## src/rtl/router_pkg.sv

```systemverilog
// router_pkg: shared widths, state encoding and header field helpers for the router ingress.
package router_pkg;
    localparam int LEN_W  = 6;
    localparam int ADDR_W = 2;
    localparam int DATA_W = LEN_W + ADDR_W;
    localparam logic [ADDR_W-1:0] INVALID_ADDR = 2'd3;

    typedef logic [2:0] state_t;
    localparam state_t S_IDLE   = 3'd0;
    localparam state_t S_HDR    = 3'd1;
    localparam state_t S_DATA   = 3'd2;
    localparam state_t S_PARITY = 3'd3;
    localparam state_t S_CHECK  = 3'd4;
    localparam state_t S_DROP   = 3'd5;

    function automatic logic [LEN_W-1:0] hdr_len(input logic [DATA_W-1:0] h);
        return h[DATA_W-1:ADDR_W];
    endfunction

    function automatic logic [ADDR_W-1:0] hdr_addr(input logic [DATA_W-1:0] h);
        return h[ADDR_W-1:0];
    endfunction
endpackage

```

## src/rtl/router_ingress_if.sv

```systemverilog
// router_ingress_if: source byte handshake plus the shared write bus to the three router FIFOs.
interface router_ingress_if;
    import router_pkg::*;
    logic              in_valid;
    logic [DATA_W-1:0] in_data;
    logic              in_ready;
    logic [2:0]        fifo_full;
    logic [2:0]        fifo_empty;
    logic [2:0]        fifo_we;
    logic              fifo_lfd;
    logic [DATA_W-1:0] fifo_din;
    modport slave (input in_valid, in_data, fifo_full, fifo_empty,
                   output in_ready, fifo_we, fifo_lfd, fifo_din);
    modport master (output in_valid, in_data, fifo_full, fifo_empty,
                    input in_ready, fifo_we, fifo_lfd, fifo_din);
endinterface

```

## src/rtl/router_ingress.sv

```systemverilog
// router_ingress: steers header/payload/parity bytes into the addressed FIFO, checks parity, drops addr 3.
module router_ingress
    import router_pkg::*;
(
    input  logic             clk,
    input  logic             rst,
    router_ingress_if.slave  bus,
    output logic             pkt_done,
    output logic             parity_err,
    output logic             addr_err
);
    state_t            state;
    logic [LEN_W-1:0]  len_cnt;
    logic [DATA_W-1:0] hdr_reg;
    logic [DATA_W-1:0] par_acc;
    logic              par_err_q;
    logic              addr_err_q;
    logic [ADDR_W-1:0] addr;
    logic [3:0]        full4;
    logic [3:0]        empty4;
    logic [2:0]        sel;
    logic              pass;
    logic              hdr_go;
    logic              accept;

    assign addr = hdr_addr(hdr_reg);

    // Flags padded to 4 entries so indexing by a 2-bit address never goes out of range.
    always_comb begin
        full4          = {1'b0, bus.fifo_full};
        empty4         = {1'b0, bus.fifo_empty};
        sel            = 3'b001 << addr;
        pass           = state == S_DATA || state == S_PARITY;
        hdr_go         = state == S_HDR && empty4[addr];
        bus.in_ready   = (state == S_IDLE || state == S_DROP) ? 1'b1 : pass ? !full4[addr] : 1'b0;
        accept         = bus.in_valid && bus.in_ready;
        bus.fifo_we    = (hdr_go || (pass && accept)) ? sel : 3'b000;
        bus.fifo_lfd   = hdr_go;
        bus.fifo_din   = state == S_HDR ? hdr_reg : bus.in_data;
        pkt_done       = state == S_CHECK;
        parity_err     = pkt_done && par_err_q;
        addr_err       = addr_err_q;
    end

    always_ff @(posedge clk or negedge rst) begin
        if (!rst) begin
            state      <= S_IDLE;
            len_cnt    <= '0;
            hdr_reg    <= '0;
            par_acc    <= '0;
            par_err_q  <= 1'b0;
            addr_err_q <= 1'b0;
        end else begin
            addr_err_q <= 1'b0;
            case (state)
                S_IDLE: if (accept) begin
                    hdr_reg <= bus.in_data;
                    par_acc <= bus.in_data;
                    len_cnt <= hdr_len(bus.in_data);
                    state   <= hdr_addr(bus.in_data) == INVALID_ADDR ? S_DROP : S_HDR;
                end
                S_HDR: if (hdr_go) state <= len_cnt != '0 ? S_DATA : S_PARITY;
                S_DATA: if (accept) begin
                    par_acc <= par_acc ^ bus.in_data;
                    len_cnt <= len_cnt - 1'b1;
                    if (len_cnt == LEN_W'(1)) state <= S_PARITY;
                end
                S_PARITY: if (accept) begin
                    par_err_q <= bus.in_data != par_acc;
                    state     <= S_CHECK;
                end
                S_CHECK: state <= S_IDLE;
                // len_cnt==0 here means the byte being consumed is the parity byte.
                S_DROP: if (accept) begin
                    if (len_cnt == '0) begin
                        addr_err_q <= 1'b1;
                        state      <= S_IDLE;
                    end else begin
                        len_cnt <= len_cnt - 1'b1;
                    end
                end
                default: state <= S_IDLE;
            endcase
        end
    end
endmodule

```

## src/flat_wrapper.sv

```systemverilog
// flat-port wrapper written by rule: the top's interface ports become plain ports
module router_ingress_flat import router_pkg::*;
  (clk, rst, pkt_done, parity_err, addr_err, bus_in_valid, bus_in_data, bus_fifo_full, bus_fifo_empty, bus_in_ready, bus_fifo_we, bus_fifo_lfd, bus_fifo_din);
  router_ingress_if bus_i ();
  input  logic clk;
  input  logic rst;
  output logic pkt_done;
  output logic parity_err;
  output logic addr_err;
  input wire logic [$bits(bus_i.in_valid)-1:0] bus_in_valid;
  input wire logic [$bits(bus_i.in_data)-1:0] bus_in_data;
  input wire logic [$bits(bus_i.fifo_full)-1:0] bus_fifo_full;
  input wire logic [$bits(bus_i.fifo_empty)-1:0] bus_fifo_empty;
  output wire logic [$bits(bus_i.in_ready)-1:0] bus_in_ready;
  output wire logic [$bits(bus_i.fifo_we)-1:0] bus_fifo_we;
  output wire logic [$bits(bus_i.fifo_lfd)-1:0] bus_fifo_lfd;
  output wire logic [$bits(bus_i.fifo_din)-1:0] bus_fifo_din;
  assign bus_i.in_valid = bus_in_valid;
  assign bus_i.in_data = bus_in_data;
  assign bus_i.fifo_full = bus_fifo_full;
  assign bus_i.fifo_empty = bus_fifo_empty;
  assign bus_in_ready = bus_i.in_ready;
  assign bus_fifo_we = bus_i.fifo_we;
  assign bus_fifo_lfd = bus_i.fifo_lfd;
  assign bus_fifo_din = bus_i.fifo_din;
  router_ingress u_core (.clk(clk), .rst(rst), .bus(bus_i), .pkt_done(pkt_done), .parity_err(parity_err), .addr_err(addr_err));
endmodule
```

## config.mk

```make
export PLATFORM = sky130hd
export DESIGN_NAME = router_ingress_flat
export DESIGN_NICKNAME = d
export VERILOG_FILES = /design/src/rtl/router_pkg.sv /design/src/rtl/router_ingress_if.sv /design/src/rtl/router_ingress.sv /design/src/flat_wrapper.sv
export SDC_FILE = /design/constraint.sdc
export NUM_CORES = 1
export LEC_CHECK = 0
export ABC_AREA = 1
export CORE_MARGIN = 2
export CORE_UTILIZATION = 25
export CTS_CLUSTER_SIZE = 10
export DETAILED_ROUTE_END_ITERATION = 12
export PLACE_DENSITY_LB_ADDON = 0.05
export SLEW_MARGIN = 25
export SYNTH_ARGS = -nofsm -noshare
export SYNTH_HDL_FRONTEND = slang
export SYNTH_SLANG_ARGS = --single-unit
```

## constraint.sdc

```tcl
create_clock -name clk -period 1.97 [get_ports clk]
set_input_delay 0.394 -clock clk [delete_from_list [all_inputs] [get_ports clk]]
set_output_delay 0.394 -clock clk [all_outputs]
set_load 0.01 [all_outputs]
```

# Yosys cells after proc, flatten, opt, wreduce, memory -nomap -nowiden

Cells that the tools add are included.

Bits in registers: 27
Bits in latches: 0
Bits in writable memories: 0
Memory bits (read-only): 0
Input bits: 17
Output and inout port bits: 16
Memories kept: 0

Add/subtract/negate cells: 1
Multipliers: 0
Divide/modulo/power cells: 0
Magnitude comparators: 1
Equality and inequality tests: 16
Shift operators: 1
Mux-type cells: 29
Bitwise logic cells: 1
Reductions and logical operators: 18

Operators with widths:

| cell                                                                     | number |
|---|---|
| 3-bit two-way mux                                                        | 9 |
| 6-bit two-way mux                                                        | 4 |
| 8-bit two-way mux                                                        | 3 |
| 6-bit case mux with 3 select lines                                       | 1 |
| 8-bit case mux with 2 select lines                                       | 1 |
| 3-bit case mux with 5 select lines                                       | 1 |
| 1-bit two-way mux                                                        | 8 |
| 2-bit by 1-bit inequality test with 1-bit output (second input constant) | 4 |
| 2-bit inequality test (second input constant)                            | 4 |
| 8-bit inequality test                                                    | 1 |
| 8-bit XOR                                                                | 1 |
| 7-bit AND reduction                                                      | 1 |
| 3-bit by 2-bit equality test with 1-bit output (second input constant)   | 2 |
| 3-bit equality test (second input constant)                              | 2 |
| 6-bit by 1-bit equality test with 1-bit output (second input constant)   | 1 |
| 6-bit logical NOT                                                        | 1 |
| 6-bit nonzero test                                                       | 1 |
| 6-bit by 1-bit subtractor with 6-bit output (second input constant)      | 1 |
| 5-bit AND reduction                                                      | 1 |
| 1-bit binary-select mux with 2-bit select                                | 2 |
| 1-bit logical AND                                                        | 4 |
| 2-bit AND reduction                                                      | 2 |
| 3-bit by 1-bit equality test with 1-bit output (second input constant)   | 1 |
| 3-bit logical NOT                                                        | 1 |
| 8 further kinds                                                          | 10 |

# Logic depth before layout (Yosys ltp)

Gate-level depths: netlist (run 1).

Depth after elaboration: 9
Depth in mapped cells: 11
Mapped depth without buffers: 11

# Worst setup path before layout (run 1)

Ideal clock, no wire load.

Kind: register to output
Start point: register u_core.state[1]
End point: output bus_fifo_we[0]
Data arrival time: 1.322 ns
Required time: 1.576 ns
Setup slack: 0.254 ns
Stages on the path, launching flop included: 9
Path buffers: 1
Path through: dfrtp_1 > buf_2 > inv_2 > nand3_2 > nand2_1 > inv_2 > nand2_4 > nand4_1 > a21boi_0

Cells in the longest elaborated chain, start to end: 8
Elaborated cells between the ends (all ways): 14
Classes of those cells: 4 x eq/ne; 3 x mux; 7 x reduce/logical

Ends and longest elaborated chain:

| item                                           | line                 | RTL |
|---|---|---|
| start, declared                                | router_ingress.sv:12 | `state_t state;` |
| start signal, assigned                         | router_ingress.sv:60 | `state <= hdr_addr(bus.in_data) == INVALID_ADDR ? S_DROP : S_HDR;` |
| start signal, assigned                         | router_ingress.sv:62 | `S_HDR: if (hdr_go) state <= len_cnt != '0 ? S_DATA : S_PARITY;` |
| 3-bit by 2-bit equality test with 1-bit output | router_ingress.sv:33 | `pass = state == S_DATA \|\| state == S_PARITY;` |
| 1-bit logical OR                               | router_ingress.sv:33 |  |
| 1-bit two-way mux                              | router_ingress.sv:35 | `bus.in_ready = (state == S_IDLE \|\| state == S_DROP) ? 1'b1 : pass ? !full4[addr] : 1'b0;` |
| 1-bit two-way mux *                            | router_ingress.sv:35 |  |
| via bus_in_ready                               | flat_wrapper.sv:14   | `output wire logic [$bits(bus_i.in_ready)-1:0] bus_in_ready;` |
| 1-bit logical AND *                            | router_ingress.sv:36 | `accept = bus.in_valid && bus.in_ready;` |
| 1-bit logical AND *                            | router_ingress.sv:37 | `bus.fifo_we = (hdr_go \|\| (pass && accept)) ? sel : 3'b000;` |
| 1-bit logical OR *                             | router_ingress.sv:37 |  |
| 3-bit two-way mux *                            | router_ingress.sv:37 |  |
| end, declared                                  | flat_wrapper.sv:15   | `output wire logic [$bits(bus_i.fifo_we)-1:0] bus_fifo_we;` |

The timed path passes the listed nets; every way through them passes the cells marked *.

# Worst setup path after layout (run 1)

Start point: register u_core.state[2]
End point: output bus_fifo_we[0]

Cells in the longest elaborated chain, start to end: 8
Elaborated cells between the ends (all ways): 14
Classes of those cells: 4 x eq/ne; 3 x mux; 7 x reduce/logical

Ends and longest elaborated chain:

| item                                           | line |
|---|---|
| 3-bit by 2-bit equality test with 1-bit output | router_ingress.sv:33 |
| 1-bit logical OR                               | router_ingress.sv:33 |
| 1-bit two-way mux (2 in a row)                 | router_ingress.sv:35 |
| 1-bit logical AND                              | router_ingress.sv:36 |
| 1-bit logical AND                              | router_ingress.sv:37 |
| 1-bit logical OR *                             | router_ingress.sv:37 |
| 3-bit two-way mux *                            | router_ingress.sv:37 |

Mark *: on every way between the ends. The rest lies on a longest branch, timed or not.

==> results of run 1 <==
## cell families after synthesis
kind of cell | synth area share [%]
adders and majority gates | 1.41
and+or+nand+nor | 34.7
buffers and inverters | 8.05
xor gates and xnor gates | 4.45
DFF | 38.1
AOI/OAI and AO/OA | 13.3
## power by group
part | switching [uW] | total [uW] | internal, uW
Sequential | 202 | 1010 | 812
Combinational | 1320 | 2360 | 1040
Clock | 184 | 329 | 145
Total | 1700 | 3710 | 2000
## layout make-up
type / count / area (um2)
multi-input combinational: 192 / 991
tap: 96 / 120
timing repair buffer: 77 / 609
inverter: 25 / 93.8
clock buffer: 4 / 45.0
fill: 749 / 4290
sequential: 27 / 678
## repair_timing
action	4_1_cts	5_1_grt
pin swaps	3	6
gates resized for setup	46	23
buffers inserted	4	1
cloned	0	0
setup endpoints to repair	15	13
## per-layer routing
layer	vias to the layer above	GRT usage, %
met4	0	3.31
met2	27	23.9
met3	4	1.60
met1	816	19.5
li1	959	-
met5	-	0
## how the worst max path moves through the flow
stage | start | endpoint | slack (ns) | cells past startpoint
2_1_floorplan | u_core.state[1] | bus_fifo_we[0] | 0.25 | 8
3_3_place_gp | bus_fifo_full[1] | bus_fifo_we[0] | -0.38 | 9
3_5_place_dp | bus_fifo_full[1] | bus_fifo_we[0] | -0.42 | 9
4_1_cts | u_core.state[2] | bus_fifo_we[0] | -0.10 | 8
5_1_grt | u_core.state[2] | bus_fifo_we[0] | -0.15 | 8
6_report | u_core.state[2] | bus_fifo_we[0] | -0.002 | 8
## stage by stage
step	hold slack, ns	cells
after global placement	0.476	412
after floorplan	0.0984	252
after detailed placement	0.483	412
after CTS	0.508	420
after global routing	0.529	421
final	0.492	421
## synthesized netlist by cell type, drive strengths merged
| library cell | instances |
|---|---|
| dfrtp | 27 |
| nand2 | 91 |
| nor3 | 2 |
| xnor2 | 9 |
| a31oi | 2 |
| nand4 | 4 |
| o21ai | 35 |
| o211ai | 1 |
| nor4 | 1 |
| nand3b | 1 |
| buf | 8 |
| nor2 | 15 |
| a21boi | 1 |
| nand3 | 22 |
| a21oi | 5 |
| o31ai | 1 |
| inv | 25 |
| ha | 2 |
==> metrics.md, run 1 <==
| Metric | Value |
|---|---|
| Status | finished with violations |
| Failing checks | setup timing |
| Final worst slack | -0.00246 ns |
| Yosys top cell area share | a little under two fifths |
| Commonest non-fill, non-tap cells in the layout | nand2_1, buf_4, dfrtp_1 |
| Cell taking the most area after synthesis | dfrtp_1 |
| Final number of hold-violating endpoints | 0 |
| Sequence of cells on the critical path | inv_2 > nand2_2 > a21oi_2 > nand2_2 > nand2_4 > nand4_1 > a21boi_1 > buf_2 |
| Cell Rows | 30 |
| Final #Nets | approximately 350 |
| Net Count, Synth | 271 |
| Number of hold buffers added after CTS | 0 |
| Slew Viols, Final | 0 |
| Clock Skews | about 0.012 ns |
| Syn Area/Cell | roughly 7 um2 |
| H-Tree Depth | 1 |
| Period utilization | 100% |
| Crit path kind | reg2out |
| CORE AREA | roughly 6800 um2 |
| Max_slew headroom | roughly three quarters |
| CTS tree | built |
| Min-Delay Path Class | in2async |
| R2R Setup Slk | around 0.20 ns |
| Wl on met1 | around 2600 um |
| Max Cap Viol | 0 |
| Max VDD drop | around 0.46 mV |
| Leakage | about 0.0013 uW |
| Clk sinks | 27 |
| Max clock buf depth | 2 |
| Most numerous cell on the critical path | nand2_2 |
| Slowest-stage cell, CP | dfrtp_1 |
| Crit path max fanout | 4 |
| Min cycle time layout | slightly below 2 ns |
| Register area share after synthesis | about two fifths |
| Die H | a little under 90 um |
| Reg2Reg Depth | 8 |
| Worst skew pair latency | around 0.28 ns |
| RSZ-0062 raised after global routing | true |
| Via Count | roughly 1800 |
| Routed length per instance | approximately 12 um |
| Inserted Diodes | 0 |
| Design area | ~2500 um2 |
| TritonCTS Buffers | 3 |
| Crit path capture type | output port |
| WP data arrival | around 1.6 ns |
| PortBufs | 32 |
| Pin count of the biggest net entering global routing | 28 |
| GPL Wtd Cong | roughly 0.81 |
| Met2 WL post-DR | between 2000 and 2500 um |
| Antenna violations before repair | 0 |
| Crit path required time | around 1.6 ns |
| Area grow syn2layout | 43.2% |
| Flops & latches, synth | 27 |
| Vias in the first global route | 1756 |
| Final setup fails | 1 |
| Starting DRT DRC Count | slightly below 100 |
| First-pass GRT wire length | around 8600 um |
| Die footprint | ~7800 um2 |
| Clock-pin slew of the registers on the worst-case setup and hold paths | 0.10 ns |
| Total gr overflow | 0 |
| Initial core utilization | ~26% |
| Least-Margin Pin Slew | between 0.3 and 0.4 ns |
| Pre-CTS setup slack | -0.418 ns |
| Top Ports | 33 |
| Ys Warns | 0 |
| Cells after Synth | around 250 |
| Initial DRT Pass Iterations | 4 |
| Critical Path Source Type | flop |
| Layout cells sized above 1 | between 20 and 30% |
| Drt total wl | 5120 um |
| Die Width | just under 90 um |
| R2r endpoint | u_core.len_cnt[3] |
| GRT Resource Usage Total | 14.2% |
| PwrDens | approximately 1500 nW/um2 |
| Total power | 3710 uW |
| Sum of buffers and inverters on the critical path | 2 |
| Clock Tree Root | clkbuf_8 |
| Crit path max-delay family | flip-flops |
| Area contributors post-synth | dfrtp_1, nand2_1, nand3_1, o21ai_0, o21ai_1 |
| Placed Area | ~2500 um2 |
| DRC Markers | 0 |
| Detail Placement HPWL | approximately 3900 um |
| Synthesized area | 1770 um2 |
| Distinct cells, synth | 27 |
| WL met3 | between 150 and 200 um |
| Vias per Instance | between 4 and 5 |
| Fmax | 507 MHz |
| Total Neg Setup Slack | -0.00246 ns |
| Commonest non-fill, non-tap cell in the layout | nand2_1 |
| Final Util | roughly 37% |
| Slowest stage delay, CP | ~0.44 ns |
| Highest routed layer | met4 |
| ANT nets after route | 0 |
| Worst R2R Start | u_core.len_cnt[0] |
Power figures use the tool's default switching activity.
==> inputs of run 2 (changes only) <==
--- a/config.mk
+++ b/config.mk
@@ -6,7 +6,7 @@
 export NUM_CORES = 1
 export LEC_CHECK = 0
 export ABC_AREA = 1
-export CORE_MARGIN = 2
+export CORE_MARGIN = 10
 export CORE_UTILIZATION = 25
 export CTS_CLUSTER_SIZE = 10
 export DETAILED_ROUTE_END_ITERATION = 12
==> run 2 against run 1 <==
- the run still ends with setup timing left
- via count about the same
- register-to-register slack improved by 0.06 ns
- global-route usage decreased by 4.5 points
- sequential power about the same
- fmax decreased by 1.7%
- worst setup slack got worse by 0.034 ns
- utilization increased by 0.33 points
- first-iteration DRC count decreased by 27%
- clock-buffer cell count decreased by 1
- die area increased by 40%
- clock power about the same
- worst hold slack improved by 0.0061 ns
- highest routed layer unchanged
==> metrics.md, run 2 (synthesis gave the netlist of run 1 again) <==
| Metric | Value |
|---|---|
| Vias in the first global route | 1722 (-1.9%) |
| Die Width | 104 um (+18%) |
| Final worst slack | -0.0360 ns (-0.0335 ns) |
| Clock power share | 8.7% (-0.2 points) |
| Top Ports | 33 (unchanged) |
| Max_slew headroom | 75.3% (+1.4 points) |
| Fillers | 738 (-1.5%) |
| Total power | 3790 uW (+2.3%) |
| Placed Area | 2480 um2 (+0.30%) |
| Sequence of cells on the critical path | buf_4 > nand3_2 > nand2_1 > inv_2 > nand2_4 > nand4_1 > a21boi_1 > buf_2 |
| TritonCTS Buffers | 3 (unchanged) |
| Worst R2R Start | u_core.len_cnt[0] |
| Area grow syn2layout | 44.5% |
| Total gr overflow | 0 (unchanged) |
| NetSw | 1740 uW (+2.4%) |
| Vias per Instance | 4.28 (-0.29%) |
| RSZ-0062 raised after global routing | true |
| Internal power | 2050 uW (+2.2%) |
| Max clock buf depth | 2 (unchanged) |
| GRT Resource Usage Total | 9.68% (-4.5 points) |
| Reg2Reg Depth | 8 (unchanged) |
| H-Tree Depth | 1 (unchanged) |
| Final setup fails | 3 (+2) |
| Crit path kind | reg2out |
| Via Count | 1805 (-0.055%) |
| Antenna violations before repair | 0 (unchanged) |
| Initial DRT Pass Iterations | 4 (unchanged) |
| Crit path capture type | output port |
| Combinational share of power | 64.6% (+0.9 points) |
| Critical Path Source Type | flop |
| Commonest non-fill, non-tap cells in the layout | nand2_1, buf_4, dfrtp_1 |
| Failing checks | setup timing |
| Initial core utilization | 25.9% (unchanged) |
| Status | finished with violations |
| Final number of hold-violating endpoints | 0 (unchanged) |
| Max Cap Viol | 0 (unchanged) |
| WP data arrival | 1.61 ns (+0.03 ns) |
| Pin count of the biggest net entering global routing | 28 (unchanged) |
| Min cycle time layout | 2.01 ns (+0.0335 ns) |
| Setup crit end | bus_fifo_we[0] |
| CORE AREA | 6830 um2 (unchanged) |
| Drt total wl | 5330 um (+4.1%) |
| Min-Delay Path Class | in2async |
| Inserted Diodes | 0 (unchanged) |
| CTS tree | built |
| Die H | 104 um (+18%) |
| Pre-CTS setup slack | -0.402 ns (+0.0158 ns) |
| Die footprint | 10900 um2 (+40%) |
| First-pass GRT wire length | 8870 um (+3.4%) |
| Clock Skews | 0.00519 ns (-0.00660 ns) |
| DRC Markers | 0 (unchanged) |
| PortBufs | 32 (unchanged) |
| Slowest stage delay, CP | 0.43 ns (about the same) |
| Placed Instances | 413 (+0.24%) |
| Leakage | 0.00130 uW (+1.2%) |
| Least-Margin Pin Slew | 0.370 ns (-0.0196 ns) |
| Seq pwr share | 26.7% (-0.7 points) |
| Area of the multi-input gates | 995 um2 (+0.38%) |
| PwrDens | 1480 nW/um2 (+1.4%) |
| Final #Nets | 346 (+0.29%) |
| Cell Rows | 30 (unchanged) |
| Crit path max fanout | 4 (unchanged) |
| Worst skew pair latency | 0.28 ns (about the same) |
| Crit path required time | 1.58 ns (about the same) |
| Register Area | 679 um2 (+0.18%) |
| Clock-pin slew of the registers on the worst-case setup and hold paths | 0.10 ns (about the same) |
| Total Neg Setup Slack | -0.0403 ns (-0.0378 ns) |
| Commonest non-fill, non-tap cell in the layout | nand2_1 |
| Starting DRT DRC Count | 72 (-27%) |
| Layout cells sized above 1 | 28.2% (+0.53 points) |
| R2R Setup Slk | 0.26 ns (+0.06 ns) |
| Detail Placement HPWL | 4130 um (+6.0%) |
| GPL Wtd Cong | 0.796 (-1.9%) |
| Period utilization | 102% (+1.7 points) |
| Max VDD drop | 0.508 mV (+11%) |
| Fmax | 499 MHz (-1.7%) |
| Slew Viols, Final | 0 (unchanged) |
| Slowest-stage cell, CP | dfrtp_1 |
| Clk sinks | 27 (unchanged) |
| Crit path from | u_core.state[2] |
| Clock Tree Root | clkbuf_8 |
| ANT nets after route | 0 (unchanged) |
| Routed length per instance | 12.6 um (+3.9%) |
| Design area | 2560 um2 (+0.89%) |
| R2r endpoint | u_core.len_cnt[0] |
| Final cell count without fillers | 422 (+0.24%) |
| Net Sw Frac | 46.0% (about the same) |
[run 2: cell count changes in the layout (fill, tap and decap cells not counted), sizes merged]
cell | before | now
clkbuf | 8 | 3
clkinv | 0 | 1
buf | 53 | 58
[run 2: layer usage]
metal / global-route usage, % / up-vias / share of wire [%]
li1: - / 964 / -
met1: 12.9 / 808 / 51
met2: 15.7 / 29 / 46
met3: 1.49 / 4 / 2.4
met4: 2.68 / 0 / 0.98
met5: 0 / - / 0
[run 2: worst max-delay path, delay by kind of cell, from the launching register on]
| family | cells | cell delay, ns |
|---|---|---|
| AND/OR/NAND/NOR | 4 | 0.39 |
| AO/OA/AOI/OAI | 1 | 0.19 |
| buffers and inverters | 3 | 0.34 |
| flip-flops | 1 | 0.43 |
[run 2: power by group through the flow]
stage               combinational [uW]  sequential [uW]  clock [uW]
global route                      2750             1050         368
global placement                  2420             1010           0
detailed placement                2410             1010           0
floorplan                         1440              970           0
CTS                               2450             1000         343
finish                            2450             1010         328
[run 2: stage by stage]
stage / utilization (%) / hold slack (ns)
6_report: 37.5 / 0.498
5_1_grt: 37.5 / 0.526
3_5_place_dp: 36.4 / 0.481
2_1_floorplan: - / 0.0984
3_3_place_gp: 36.4 / 0.476
4_1_cts: 37.5 / 0.507
[run 2: worst min-delay path by stage]
stage                 startpoint           endpoint  slack (ns)  depth (start not counted)
3_5_place_dp   u_core.hdr_reg[4]  u_core.hdr_reg[4]        0.48                          2
4_1_cts                      rst    u_core.state[1]        0.51                          2
2_1_floorplan                rst    u_core.addr_err         0.1                          0
5_1_grt                      rst  u_core.par_acc[0]        0.53                          2
3_3_place_gp   u_core.hdr_reg[4]  u_core.hdr_reg[4]        0.48                          2
6_report                     rst    u_core.state[1]        0.50                          2
[run 2: area by class of cell]
class | instances | share of cell area (%)
multi-input combinational | 192 | 38.9
clock buffer | 3 | 1.61
timing repair buffer | 78 | 24.3
sequential | 27 | 26.5
tap | 96 | 4.69
inverter | 25 | 3.76
clock inverter | 1 | 0.196
[run 2: timing repair]
item,4_1_cts,5_1_grt
pin swaps,3,4
setup buffers,4,2
cloned,0,0
setup endpoints to repair,15,13
hold buffers,0,0
resized for setup,57,25
==> inputs of run 3 (changes only) <==
--- a/config.mk
+++ b/config.mk
@@ -11,6 +11,7 @@
 export CTS_CLUSTER_SIZE = 10
 export DETAILED_ROUTE_END_ITERATION = 12
 export PLACE_DENSITY_LB_ADDON = 0.05
+export SKIP_LAST_GASP = 1
 export SLEW_MARGIN = 25
 export SYNTH_ARGS = -nofsm -noshare
 export SYNTH_HDL_FRONTEND = slang
==> run 3 against run 2 <==
- the run still ends with setup timing left
- clock power about the same
- flip-flop and latch count is the same
- global-route usage is the same
- power down 0.21%
- first-iteration DRC count is 6.9% higher
- register-to-register slack hardly changed
- sequential power barely moved
- non-clock buffer count is 1 lower
- utilization grew 0.16 points
- largest cell class unchanged
- largest power group unchanged
==> metrics.md, run 3 (synthesis gave the netlist of run 1 again) <==
| Metric | Value |
|---|---|
| Status | finished with violations |
| Failing checks | setup timing |
| Total gr overflow | 0 (unchanged) |
| Final #Nets | 345 (-0.29%) |
| Clock Skews | 0.00526 ns (+0.0000708 ns) |
| Fmax | 498 MHz (about the same) |
| Design area | 2570 um2 (+0.44%) |
| TritonCTS Buffers | 3 (unchanged) |
| Placed Instances | 413 (unchanged) |
| GPL Wtd Cong | 0.796 (unchanged) |
| Clk sinks | 27 (unchanged) |
| Commonest non-fill, non-tap cell in the layout | nand2_1 |
| Crit path from | u_core.state[2] |
| Layout cells sized above 1 | 27.4% (-0.84 points) |
| Crit path required time | 1.58 ns (about the same) |
| Routed length per instance | 12.6 um (-0.48%) |
| Period utilization | 102% (about the same) |
| Final setup fails | 3 (unchanged) |
| Min-Delay Path Class | in2async |
| Pre-CTS setup slack | -0.402 ns (unchanged) |
| Placed Area | 2480 um2 (unchanged) |
| H-Tree Depth | 1 (unchanged) |
| Worst R2R Start | u_core.len_cnt[0] |
| NetSw | 1710 uW (-1.7%) |
| PortBufs | 32 (unchanged) |
| Clock power share | 8.7% (about the same) |
| Commonest non-fill, non-tap cells in the layout | nand2_1, buf_4, dfrtp_1 |
| Initial DRT Pass Iterations | 4 (unchanged) |
| Drt total wl | 5290 um (-0.71%) |
| WP data arrival | 1.61 ns (about the same) |
| Clock-pin slew of the registers on the worst-case setup and hold paths | 0.10 ns (about the same) |
| Antenna violations before repair | 0 (unchanged) |
| Clock Tree Root | clkbuf_8 |
| Max VDD drop | 0.505 mV (-0.60%) |
| Initial core utilization | 25.9% (unchanged) |
| Min cycle time layout | 2.01 ns (+0.000847 ns) |
| GRT Resource Usage Total | 9.68% (unchanged) |
| Pin count of the biggest net entering global routing | 28 (unchanged) |
| Seq pwr share | 26.7% (about the same) |
| Leakage | 0.00129 uW (-0.92%) |
| Worst skew pair latency | 0.28 ns (about the same) |
| Top Ports | 33 (unchanged) |
| Setup crit end | bus_fifo_we[0] |
| Detail Placement HPWL | 4130 um (unchanged) |
| Cell Rows | 30 (unchanged) |
| R2R Setup Slk | 0.26 ns (about the same) |
| Final worst slack | -0.0368 ns (-0.000847 ns) |
| Max clock buf depth | 2 (unchanged) |
| Max Cap Viol | 0 (unchanged) |
| Final number of hold-violating endpoints | 0 (unchanged) |
| Via Count | 1804 (-0.055%) |
| Final cell count without fillers | 421 (-0.24%) |
| Die footprint | 10900 um2 (unchanged) |
| Reg2Reg Depth | 8 (unchanged) |
| Crit path kind | reg2out |
| Die Width | 104 um (unchanged) |
| DRC Markers | 0 (unchanged) |
| Vias per Instance | 4.29 (+0.18%) |
| R2r endpoint | u_core.len_cnt[0] |
| ANT nets after route | 0 (unchanged) |
| Critical Path Source Type | flop |
| Crit path max fanout | 4 (unchanged) |
| Least-Margin Pin Slew | 0.370 ns (-0.000261 ns) |
| Inserted Diodes | 0 (unchanged) |
| Die H | 104 um (unchanged) |
| Slew Viols, Final | 0 (unchanged) |
| Total power | 3780 uW (-0.21%) |
| Vias in the first global route | 1722 (unchanged) |
| CORE AREA | 6830 um2 (unchanged) |
| Starting DRT DRC Count | 77 (+6.9%) |
| RSZ-0062 raised after global routing | true |
| Internal power | 2070 uW (+1.1%) |
| Area grow syn2layout | 45.1% |
| Crit path capture type | output port |
| Max_slew headroom | 75.3% (about the same) |
| First-pass GRT wire length | 8870 um (unchanged) |
| Number of hold buffers added after CTS | 0 (unchanged) |
| CTS tree | built |
| Net Sw Frac | 45.3% (-0.69 points) |
| Combinational share of power | 64.7% (about the same) |
| PwrDens | 1470 nW/um2 (-0.65%) |
-- run 3: cell types whose count changed in the layout (fill, tap and decap cells not counted), moves of 2 or more --
cell / previous run / this run
buf_2: 11 / 4
o21ai_0: 14 / 16
clkdlybuf4s15_2: 1 / 7
o21ai_1: 21 / 19
-- run 3: area by class of cell --
type | count | area, um2
flip-flops and latches | 27 | 678
fillers | 735 | 4260
inverters | 25 | 93.8
clock inverters | 1 | 5.00
clock buffers | 3 | 41.3
repair buffers | 77 | 653
multi-input cells | 192 | 980
well taps | 96 | 120
-- run 3: per-layer routing --
metal | vias up | track usage (%) | wire length, um
li1 | 962 | - | -
met1 | 807 | 12.9 | 2670
met2 | 31 | 15.7 | 2430
met3 | 4 | 1.49 | 127
met4 | 0 | 2.68 | 52
met5 | - | 0 | 0
-- run 3: worst min path at each step --
stage,from,endpoint,slack (ns),depth (start not counted)
floorplan,rst,u_core.addr_err,0.1,0
global route,rst,u_core.par_acc[0],0.53,2
detailed placement,u_core.hdr_reg[4],u_core.hdr_reg[4],0.48,2
CTS,rst,u_core.state[1],0.51,2
finish,rst,u_core.state[1],0.50,2
global placement,u_core.hdr_reg[4],u_core.hdr_reg[4],0.48,2
-- run 3: metrics by stage --
stage / TNS (ns) / util, % / hold slack, ns
after floorplan: 0 / - / 0.0984
after global placement: -2.31 / 36.4 / 0.476
after detailed placement: -2.38 / 36.4 / 0.481
after CTS: -0.285 / 37.4 / 0.507
after global routing: -1.16 / 37.6 / 0.526
final: -0.0569 / 37.6 / 0.498
-- run 3: power groups by stage --
stage | combinational [uW] | clock (uW) | sequential, uW
after floorplan | 1440 | 0 | 970
after global placement | 2420 | 0 | 1010
after detailed placement | 2410 | 0 | 1010
after CTS | 2440 | 343 | 1000
after global routing | 2760 | 368 | 1050
final | 2450 | 328 | 1010
-- run 3: worst max-delay path, cell delays in order (launching register included) --
cell      delay, ns
dfrtp_1        0.43
buf_4          0.14
nand3_2        0.08
nand2_1        0.10
inv_2          0.05
nand2_4        0.06
nand4_1        0.16
a21boi_1       0.18
clkbuf_2       0.15
-- run 3: timing repair --
action	in CTS	in global routing
pin swaps	3	3
gates resized for setup	54	14
setup endpoints to repair	15	13
setup buffers	4	0
